===== config.mk =====
export PLATFORM = sky130hd
export DESIGN_NAME = stream_word_packer
export DESIGN_NICKNAME = d
export VERILOG_FILES = /design/src/rtl/stream_word_packer_pkg.sv /design/src/rtl/stream_word_packer_idle_flush_timer.sv /design/src/rtl/stream_word_packer.sv
export SDC_FILE = /design/constraint.sdc
export NUM_CORES = 1
export LEC_CHECK = 0
export BUFFER_PORTS_ARGS = -buffer_cell sky130_fd_sc_hd__buf_4
export CORE_MARGIN = 2
export CORE_UTILIZATION = 48
export CTS_BUF_LIST = sky130_fd_sc_hd__clkbuf_16
export DETAILED_ROUTE_END_ITERATION = 8
export PLACE_DENSITY = 0.75
export SLEW_MARGIN = 20
export SYNTH_ARGS = -nofsm -noshare
export SYNTH_HDL_FRONTEND = slang
export SYNTH_SLANG_ARGS = --single-unit

===== constraint.sdc =====
create_clock -name clk -period 1.79 [get_ports clk]
set_input_delay 0.358 -clock clk [delete_from_list [all_inputs] [get_ports clk]]
set_output_delay 0.358 -clock clk [all_outputs]
set_load 0.05 [all_outputs]

===== src/rtl/stream_word_packer_pkg.sv =====
// Shared definitions for the 72-bit packed beat: field offsets and packer state encoding.
// The FIFO-side consumer imports the same offsets to unpack beats.
package stream_word_packer_pkg;

    localparam int unsigned LO_LSB       = 0;
    localparam int unsigned HI_LSB       = 32;
    localparam int unsigned HI_VALID_BIT = 64;
    localparam int unsigned LAST_BIT     = 65;
    localparam int unsigned TAG_LSB      = 66;

    typedef enum logic {
        ST_IDLE = 1'b0,
        ST_LOW  = 1'b1
    } pack_state_e;

endpackage


===== src/rtl/stream_word_packer_idle_flush_timer.sv =====
// Idle timer for a held low word: counts enabled cycles, saturates at the limit,
// and raises flush_due while the limit is reached. FLUSH_CYCLES of 0 never flushes.
module idle_flush_timer #(
    parameter int unsigned FLUSH_CYCLES = 256,
    parameter int unsigned CNT_WIDTH    = 16
) (
    input  logic clk,
    input  logic reset,
    input  logic i_clear,
    input  logic i_enable,
    output logic o_flush_due_c
);

    localparam logic [CNT_WIDTH-1:0] LIMIT = CNT_WIDTH'(FLUSH_CYCLES - 1);

    logic [CNT_WIDTH-1:0] r_cnt;

    // Saturating at LIMIT lets a blocked flush fire as soon as the output slot frees
    always_ff @(posedge clk) begin
        if (reset || i_clear) begin
            r_cnt <= '0;
        end else if (i_enable && (r_cnt != LIMIT)) begin
            r_cnt <= r_cnt + CNT_WIDTH'(1);
        end
    end

    assign o_flush_due_c = (FLUSH_CYCLES != 0) && i_enable && (r_cnt == LIMIT);

endmodule


===== src/rtl/stream_word_packer.sv =====
// Packs pairs of 32-bit stream words into 72-bit tagged beats for the BRAM FIFO,
// flushing a lone low word on last or after an idle timeout.
module stream_word_packer
    import stream_word_packer_pkg::*;
#(
    parameter int unsigned IN_WIDTH     = 32,
    parameter int unsigned TAG_WIDTH    = 6,
    parameter int unsigned FLUSH_CYCLES = 256,
    parameter int unsigned CNT_WIDTH    = 16
) (
    input  logic                                clk,
    input  logic                                reset,
    input  logic [IN_WIDTH-1:0]                 ss_data,
    input  logic                                ss_last,
    input  logic                                ss_valid,
    output logic                                ss_ready,
    output logic [2*IN_WIDTH+2+TAG_WIDTH-1:0]   ms_data,
    output logic                                ms_valid,
    input  logic                                ms_ready,
    output logic                                busy
);

    localparam int unsigned OUT_WIDTH = 2 * IN_WIDTH + 2 + TAG_WIDTH;

    pack_state_e            r_state;
    pack_state_e            w_next_state;
    logic [IN_WIDTH-1:0]    r_lo;
    logic [TAG_WIDTH-1:0]   r_tag;

    logic                   w_slot_free;
    logic                   w_acc;
    logic                   w_flush_due;
    logic                   w_emit;
    logic                   w_lo_load;
    logic                   w_tag_inc;
    logic [OUT_WIDTH-1:0]   w_beat;

    assign w_slot_free = !ms_valid || ms_ready;
    assign ss_ready    = !reset && w_slot_free;
    assign w_acc       = ss_valid && ss_ready;
    assign busy        = (r_state == ST_LOW);

    idle_flush_timer #(
        .FLUSH_CYCLES (FLUSH_CYCLES),
        .CNT_WIDTH    (CNT_WIDTH)
    ) u_idle_flush_timer (
        .clk           (clk),
        .reset         (reset),
        .i_clear       (w_acc || (w_next_state == ST_IDLE)),
        .i_enable      (r_state == ST_LOW),
        .o_flush_due_c (w_flush_due)
    );

    always_ff @(posedge clk) begin
        if (reset) begin
            r_state <= ST_IDLE;
        end else begin
            r_state <= w_next_state;
        end
    end

    always_comb begin
        w_next_state = r_state;
        case (r_state)
            ST_IDLE: begin
                if (w_acc && !ss_last) begin
                    w_next_state = ST_LOW;
                end
            end
            ST_LOW: begin
                if (w_acc || (w_flush_due && w_slot_free)) begin
                    w_next_state = ST_IDLE;
                end
            end
            default: w_next_state = ST_IDLE;
        endcase
    end

    // Beat assembly; an accepted word always takes priority over a timeout flush
    always_comb begin
        w_emit    = 1'b0;
        w_lo_load = 1'b0;
        w_tag_inc = 1'b0;
        w_beat    = '0;
        case (r_state)
            ST_IDLE: begin
                if (w_acc) begin
                    if (ss_last) begin
                        w_emit    = 1'b1;
                        w_tag_inc = 1'b1;
                        w_beat    = {r_tag, 1'b1, 1'b0, {IN_WIDTH{1'b0}}, ss_data};
                    end else begin
                        w_lo_load = 1'b1;
                    end
                end
            end
            ST_LOW: begin
                if (w_acc) begin
                    w_emit    = 1'b1;
                    w_tag_inc = ss_last;
                    w_beat    = {r_tag, ss_last, 1'b1, ss_data, r_lo};
                end else if (w_flush_due && w_slot_free) begin
                    w_emit    = 1'b1;
                    w_beat    = {r_tag, 1'b0, 1'b0, {IN_WIDTH{1'b0}}, r_lo};
                end
            end
            default: ;
        endcase
    end

    always_ff @(posedge clk) begin
        if (reset) begin
            r_lo     <= '0;
            r_tag    <= '0;
            ms_data  <= '0;
            ms_valid <= 1'b0;
        end else begin
            if (w_lo_load) begin
                r_lo <= ss_data;
            end
            if (w_tag_inc) begin
                r_tag <= r_tag + TAG_WIDTH'(1);
            end
            if (w_emit) begin
                ms_data  <= w_beat;
                ms_valid <= 1'b1;
            end else if (ms_ready) begin
                ms_valid <= 1'b0;
            end
        end
    end

endmodule


==> reports/results.ini, run 1 <==
[run_status]
status = complete, no violations

[synthesis]
syn_inst = 482
syn_avg_cell_area_um2 = 9.95
yosysTopAreaCell = dfxtp_1
synth_top_cells_by_area = dfxtp_1 53%, a22o_1 5.8%, o2bb2ai_1 5.8%
yosys.cell_types.count = 32
synthTopCellsByCount = 128 x dfxtp_1, 73 x nand2_1, 35 x a21oi_1
ys.flop_type = dfxtp_1
syn_area_um2 = 4800
seq_area_frac_synth_pct = 53.4
synth-seq-cells = 128
ys_warn_count = 0
synth_top_area_share_pct = 53.4
yosysMostFrequentCell = dfxtp_1
synth_nets = 521
synth-edff-count = 0
async_reset_ff_share_pct = 0

[layout]
fill_cells = 758
finalNetCount = 641
fin_util_pct = 67.3
diodes = 0
final_layout_size_suffix_gt1_share_pct = 31.1
finish.instance_area_um2 = 6540
synthToLayoutAreaGrowth_pct = 36.4

[setup_path]
cp_max_fo = 50
worst_ep_required_time_ns = 2.08
crit_family = simple AND/OR/NAND/NOR gates
crit_buf_inv = 2
worstSetupPathType = flip-flop to flip-flop
rrSetupSlack_ns = 0.007
cp-end-kind = flip-flop
path_cells = nor4_4, nand3_2, nor3_2, buf_4, nor4_4, buf_12, a22o_1
path_common_cell = nor4_4
crit_path_top_delay_cell = nor4_4
crit_arrival_ns = 2.08
slowest_delay_ns = 0.39
critPathLaunchType = flip-flop

[drt]
drt_pass1_iterations = 5
vias = 4124
postRouteAntennaNets = 0
post_drt_via_cell_ratio = 5.51
drt_wl_total_mm = 12.1
drt_iter0_markers = 203
post_drt_wl_per_cell_um = 16.2
remaining_drc_errors = 0

[clock_tree]
cts_root_buf = clkbuf_16
cts_hold_buf = 0
cts_made_buffers = 17
cts_tree = done
cts.sinks = 128
h-tree-depth = 4
cts.reportedPaths.clkPinSlew_ns = 0.06
insertion_delay_ns = 0.41
cts_buffer_depth = 2

[sta]
drv_slew = 0
rsz0062_at_grt = true
setup_viol_count_final = 0
fin_crit_sh_pct = 99.6
setup_slack_ns = 0.00704
worstMarginPinSlew_ns = 0.808
fin_crit_ns = 1.78
fmax_ghz = 0.561
max_slew_margin_pct = 46.1
whs_ns = 0.186
fin_skew_ns = 0.0110
final_hold_viol_count = 0

[die]
initial_core_util_pct = 49.3
die_w_um = 104
core_area_um2 = 9730
rows = 36
fp.dieArea_um2 = 10800
io_pins = 112
die_h_um = 104

[global_routing]
grt_pass1_vias = 4087
grt_usage_pct = 22.3
antenna_found_initial = 0
overflow = 0
grt_max_degree = 80
grt_pass1_wl_mm = 19.7

[pwr]
finalPower_mw = 7.23
p_per_area_nw_per_um2 = 1110
ir_drop_uv = 793
p_leak_nw = 2.67

[placement]
dp_hpwl_mm = 7.58
place_ws_ns = -0.0249
gp_congestion = 0.790
place_area_um2 = 5840
portBuffers = 111

[job]
max-cap-violations = 0

[min_path]
hold_class = input pin to flip-flop

-- timing repair --
action,4_1_cts,5_1_grt
pin swaps,2,1
buffers inserted,1,0
gates cloned,0,1
endpoints found under the hold margin,0,0
gates resized for setup,4,6
setup endpoints to repair,64,68
-- layer usage --
metal  track usage [%]  vias up  part of all wire, %
li1                  -     1986                    -
met1              27.2     1961                   43
met2              37.2      153                   48
met3              5.39       24                  5.9
met4              10.2        0                  2.1
met5                 0        -                    0
-- cell families (layout without fill, tap and decap cells) --
logic type / after synthesis / in the layout / synth area share [%]
xor gates and xnor gates: 18 / 18 / 3.29
DFF: 128 / 128 / 53.4
AOI/OAI and AO/OA: 137 / 137 / 21.4
adders and majority gates: 2 / 2 / 0.522
and+or+nand+nor: 152 / 152 / 15.3
muxes: 8 / 8 / 1.67
buffers and inverters: 37 / 170 / 4.33
-- per-stage QoR --
stage                     std cells  TNS [ns]
after floorplan                 482         0
after global placement          714         0
after detailed placement        714    -0.389
after CTS                       747         0
after global routing            748     -3.66
final                           748         0
-- final timing paths --
kind                           startpoint           to  cells after the start
max          u_idle_flush_timer.r_cnt[14]  ms_data[38]                      7
min                           ss_data[23]  ms_data[55]                      2
max reg2reg  u_idle_flush_timer.r_cnt[14]  ms_data[38]                      7
min reg2reg                       r_lo[0]      r_lo[0]                      2
-- power by group --
part / internal [mW] / switching, mW
Combinational: 0.219 / 0.395
Clock: 2.35 / 1.30
Sequential: 2.92 / 0.0461
-- layout make-up --
class	instances	area, µm²	area share, %
well taps	133	166	2.54
flip-flops and latches	128	2570	39.3
clock buffers	17	425	6.50
repair buffers	138	1100	16.9
clock inverters	15	209	3.19
multi-input cells	317	2070	31.6
-- worst reg2reg max path, cell delays in order (launching register included) --
cell	delay, ns
dfxtp_2	0.34
nor4_4	0.39
nand3_2	0.15
nor3_2	0.18
buf_4	0.16
nor4_4	0.05
buf_12	0.19
a22o_1	0.24
-- registers in the layout (all words and copies together), names as in the netlist --
| signal | count |
|---|---|
| busy | 1 |
| ms_data | 72 |
| ms_valid | 1 |
| r_lo | 32 |
| r_tag | 6 |
| u_idle_flush_timer.r_cnt | 16 |
-- cell usage in the layout, fill, tap and decap left out, types with 3 or more instances in the layout --
master | Yosys | layout
a21oi_1 | 35 | 35
a22o_1 | 32 | 32
a22oi_1 | 32 | 32
and3_1 | 11 | 10
buf_12 | 0 | 4
buf_4 | 1 | 133
bufinv_16 | 0 | 4
clkbuf_16 | 0 | 18
clkinv_4 | 0 | 3
dfxtp_1 | 128 | 125
inv_6 | 0 | 3
mux2i_1 | 8 | 8
nand2_1 | 73 | 73
nand3_1 | 11 | 10
nand4_1 | 8 | 8
nor2_1 | 33 | 31
nor3_2 | 1 | 4
nor4_4 | 3 | 3
o2bb2ai_1 | 32 | 32
xnor2_1 | 3 | 3
xor2_1 | 15 | 15
Note: power is estimated with default switching activity, not from simulation.
==> run 2: changes to the inputs <==
--- a/config.mk
+++ b/config.mk
@@ -5,12 +5,13 @@
 export SDC_FILE = /design/constraint.sdc
 export NUM_CORES = 1
 export LEC_CHECK = 0
-export BUFFER_PORTS_ARGS = -buffer_cell sky130_fd_sc_hd__buf_4
 export CORE_MARGIN = 2
-export CORE_UTILIZATION = 48
+export CORE_UTILIZATION = 56
 export CTS_BUF_LIST = sky130_fd_sc_hd__clkbuf_16
+export CTS_CLUSTER_DIAMETER = 120
 export DETAILED_ROUTE_END_ITERATION = 8
-export PLACE_DENSITY = 0.75
+export DONT_BUFFER_PORTS = 1
+export PLACE_DENSITY = 0.74
 export SLEW_MARGIN = 20
 export SYNTH_ARGS = -nofsm -noshare
 export SYNTH_HDL_FRONTEND = slang
==> run 2 against run 1 <==
  * Non-clock buffer count down 111
  * Register-to-register slack gained 0.08 ns
  * Sequential power up 5%
  * Critical path type unchanged
  * Critical endpoint is now u_idle_flush_timer.r_cnt[4]
==> reports/results.ini, run 2 (synthesis results as in run 1) <==
[sta]
fin_skew_ns = 0.00815  ; was 0.0110 ns
final_hold_viol_count = 0  ; unchanged
setup_slack_ns = 0.0845  ; was 0.00704 ns
setup_viol_count_final = 0  ; unchanged
fin_crit_sh_pct = 95.3  ; was 99.6%
worstMarginPinSlew_ns = 0.577  ; was 0.808 ns
drv_slew = 0  ; unchanged
max_slew_margin_pct = 61.5  ; was 46.1%
fin_crit_ns = 1.71  ; was 1.78 ns
fmax_ghz = 0.586  ; was 0.561 GHz

[placement]
place_ws_ns = 0.0130  ; was -0.0249 ns
dp_hpwl_mm = 6.70  ; was 7.58 mm
gp_congestion = 0.823  ; was 0.790
portBuffers = 0  ; was 111
dp.cells = 575  ; was 714

[clock_tree]
cts_made_buffers = 17  ; unchanged
cts_tree = done  ; unchanged
insertion_delay_ns = 0.40  ; was 0.41 ns
cts_root_buf = clkbuf_16  ; unchanged
h-tree-depth = 4  ; unchanged
cts.sinks = 128  ; unchanged
cts.reportedPaths.clkPinSlew_ns = 0.05  ; was 0.06 ns
cts_buffer_depth = 2  ; unchanged

[layout]
final_cells = 609  ; was 748
synthToLayoutAreaGrowth_pct = 19.0  ; was 36.4%
largest-register = ms_data  ; unchanged
most-common-layout-cells = 124 x dfxtp_1, 73 x nand2_1, 35 x a21oi_1  ; was 133 x buf_4, 125 x dfxtp_1, 73 x nand2_1
final_layout_size_suffix_gt1_share_pct = 16.1  ; was 31.1%
largest_reg_flops = 72  ; unchanged
diodes = 0  ; unchanged
mostFrequentLayoutCell = dfxtp_1  ; was buf_4
finalNetCount = 530  ; was 641
top_regs = ms_data: 72 flops, r_lo: 32 flops, u_idle_flush_timer.r_cnt: 16 flops  ; unchanged

[die]
io_pins = 112  ; unchanged
die_w_um = 96.5  ; was 104 µm
die_h_um = 96.5  ; was 104 µm
fp.dieArea_um2 = 9320  ; was 10800 µm²
rows = 33  ; was 36
initial_core_util_pct = 58.1  ; was 49.3%
core_area_um2 = 8260  ; was 9730 µm²

[drt]
drt_wl_total_mm = 11.3  ; was 12.1 mm
vias = 3750  ; was 4124
maxUsedRoutingLayer = met4  ; unchanged
met2_length_mm = 5.82  ; was 5.87 mm
post_drt_wl_per_cell_um = 18.5  ; was 16.2 µm
wl_met3_um = 893  ; was 712 µm
postRouteAntennaNets = 0  ; unchanged
drt-met1-wl_mm = 4.46  ; was 5.26 mm
remaining_drc_errors = 0  ; unchanged
drt_iter0_markers = 151  ; was 203
post_drt_via_cell_ratio = 6.16  ; was 5.51
drt_pass1_iterations = 4  ; was 5

[setup_path]
critPathLaunchType = flip-flop  ; unchanged
worstSetupPathType = flip-flop to flip-flop  ; unchanged
rrSetupSlack_ns = 0.08  ; was 0.007 ns
cp_max_fo = 16  ; was 50
cp-end-kind = flip-flop  ; unchanged
crit_arrival_ns = 2.03  ; was 2.08 ns
worst_ep_required_time_ns = 2.12  ; was 2.08 ns
r2r_cells = 6  ; was 7

[global_routing]
grt_pass1_vias = 3616  ; was 4087
antenna_found_initial = 0  ; unchanged
grt_usage_pct = 24.4  ; was 22.3%
grt_max_degree = 84  ; was 80
grt_pass1_wl_mm = 17.5  ; was 19.7 mm
overflow = 0  ; unchanged

[pwr]
ir_drop_uv = 844  ; was 793 µV
p_per_area_nw_per_um2 = 1210  ; was 1110 nW/µm²
p_leak_nw = 2.11  ; was 2.67 nW

[job]
max-cap-violations = 0  ; unchanged

[run_status]
status = complete, no violations  ; unchanged

[min_path]
hold_depth = 1  ; was 2
hold_class = input pin to flip-flop  ; unchanged

## run 2: changes by cell type in the layout (fill, tap and decap cells not counted), sizes merged
| cell | delta |
|---|---|
| inv | +2 |
| bufinv | -1 |
| buf | -112 |
| clkinvlp | -2 |
| clkinv | +1 |
| clkbuf | +1 |
## run 2: worst paths after layout
| path | start | to |
|---|---|---|
| max reg2reg | u_idle_flush_timer.r_cnt[1] | u_idle_flush_timer.r_cnt[4] |
| min reg2reg | r_lo[29] | r_lo[29] |
| max | u_idle_flush_timer.r_cnt[1] | u_idle_flush_timer.r_cnt[4] |
| min | reset | ms_valid |
## run 2: area by class of cell
| cell class | instances | area [µm²] |
|---|---|---|
| Sequential cell | 128 | 2570 |
| Fill cell | 622 | 2550 |
| Multi-Input combinational cell | 317 | 2090 |
| Clock buffer | 17 | 425 |
| Timing Repair Buffer | 27 | 304 |
| Clock inverter | 15 | 179 |
| Tap cell | 105 | 131 |
## run 2: per-stage QoR
stage / area (µm²) / util [%] / TNS (ns) / hold slack (ns) / power, mW
CTS: 5610 / 68.0 / -0.00874 / 0.00840 / 6.93
floorplan: 4810 / - / 0 / 0.436 / 3.41
finish: 5710 / 69.1 / 0 / 0.0213 / 6.90
global route: 5710 / 69.1 / -0.0341 / 0.00786 / 7.10
detailed placement: 5000 / 60.6 / 0 / 0.426 / 3.45
global placement: 5000 / 60.6 / 0 / 0.424 / 3.44
## run 2: timing repair
item | 4_1_cts | 5_1_grt
hold buffers | 0 | 0
setup endpoints to repair | 8 | 37
gates cloned | 0 | 2
pin swaps | 0 | 1
resized for setup | 2 | 14
buffers inserted | 0 | 1
## run 2: routing by layer
layer	track usage, %	vias to the layer above
met1	28.6	1842
li1	-	1769
met5	0	-
met4	8.33	0
met2	42.0	133
met3	7.99	6
## run 2: power by group
| group | total [mW] | switching [mW] | internal, mW |
|---|---|---|---|
| sequential | 3.13 | 0.210 | 2.92 |
| clock | 3.50 | 1.30 | 2.21 |
| combinational | 0.265 | 0.149 | 0.116 |
## run 2: critical path, cell delays in order (launching register included)
cell	delay, ns
dfxtp_4	0.36
ha_4	0.16
nand4_1	0.24
nor3_4	0.07
buf_4	0.14
or3_4	0.47
nor3_2	0.20
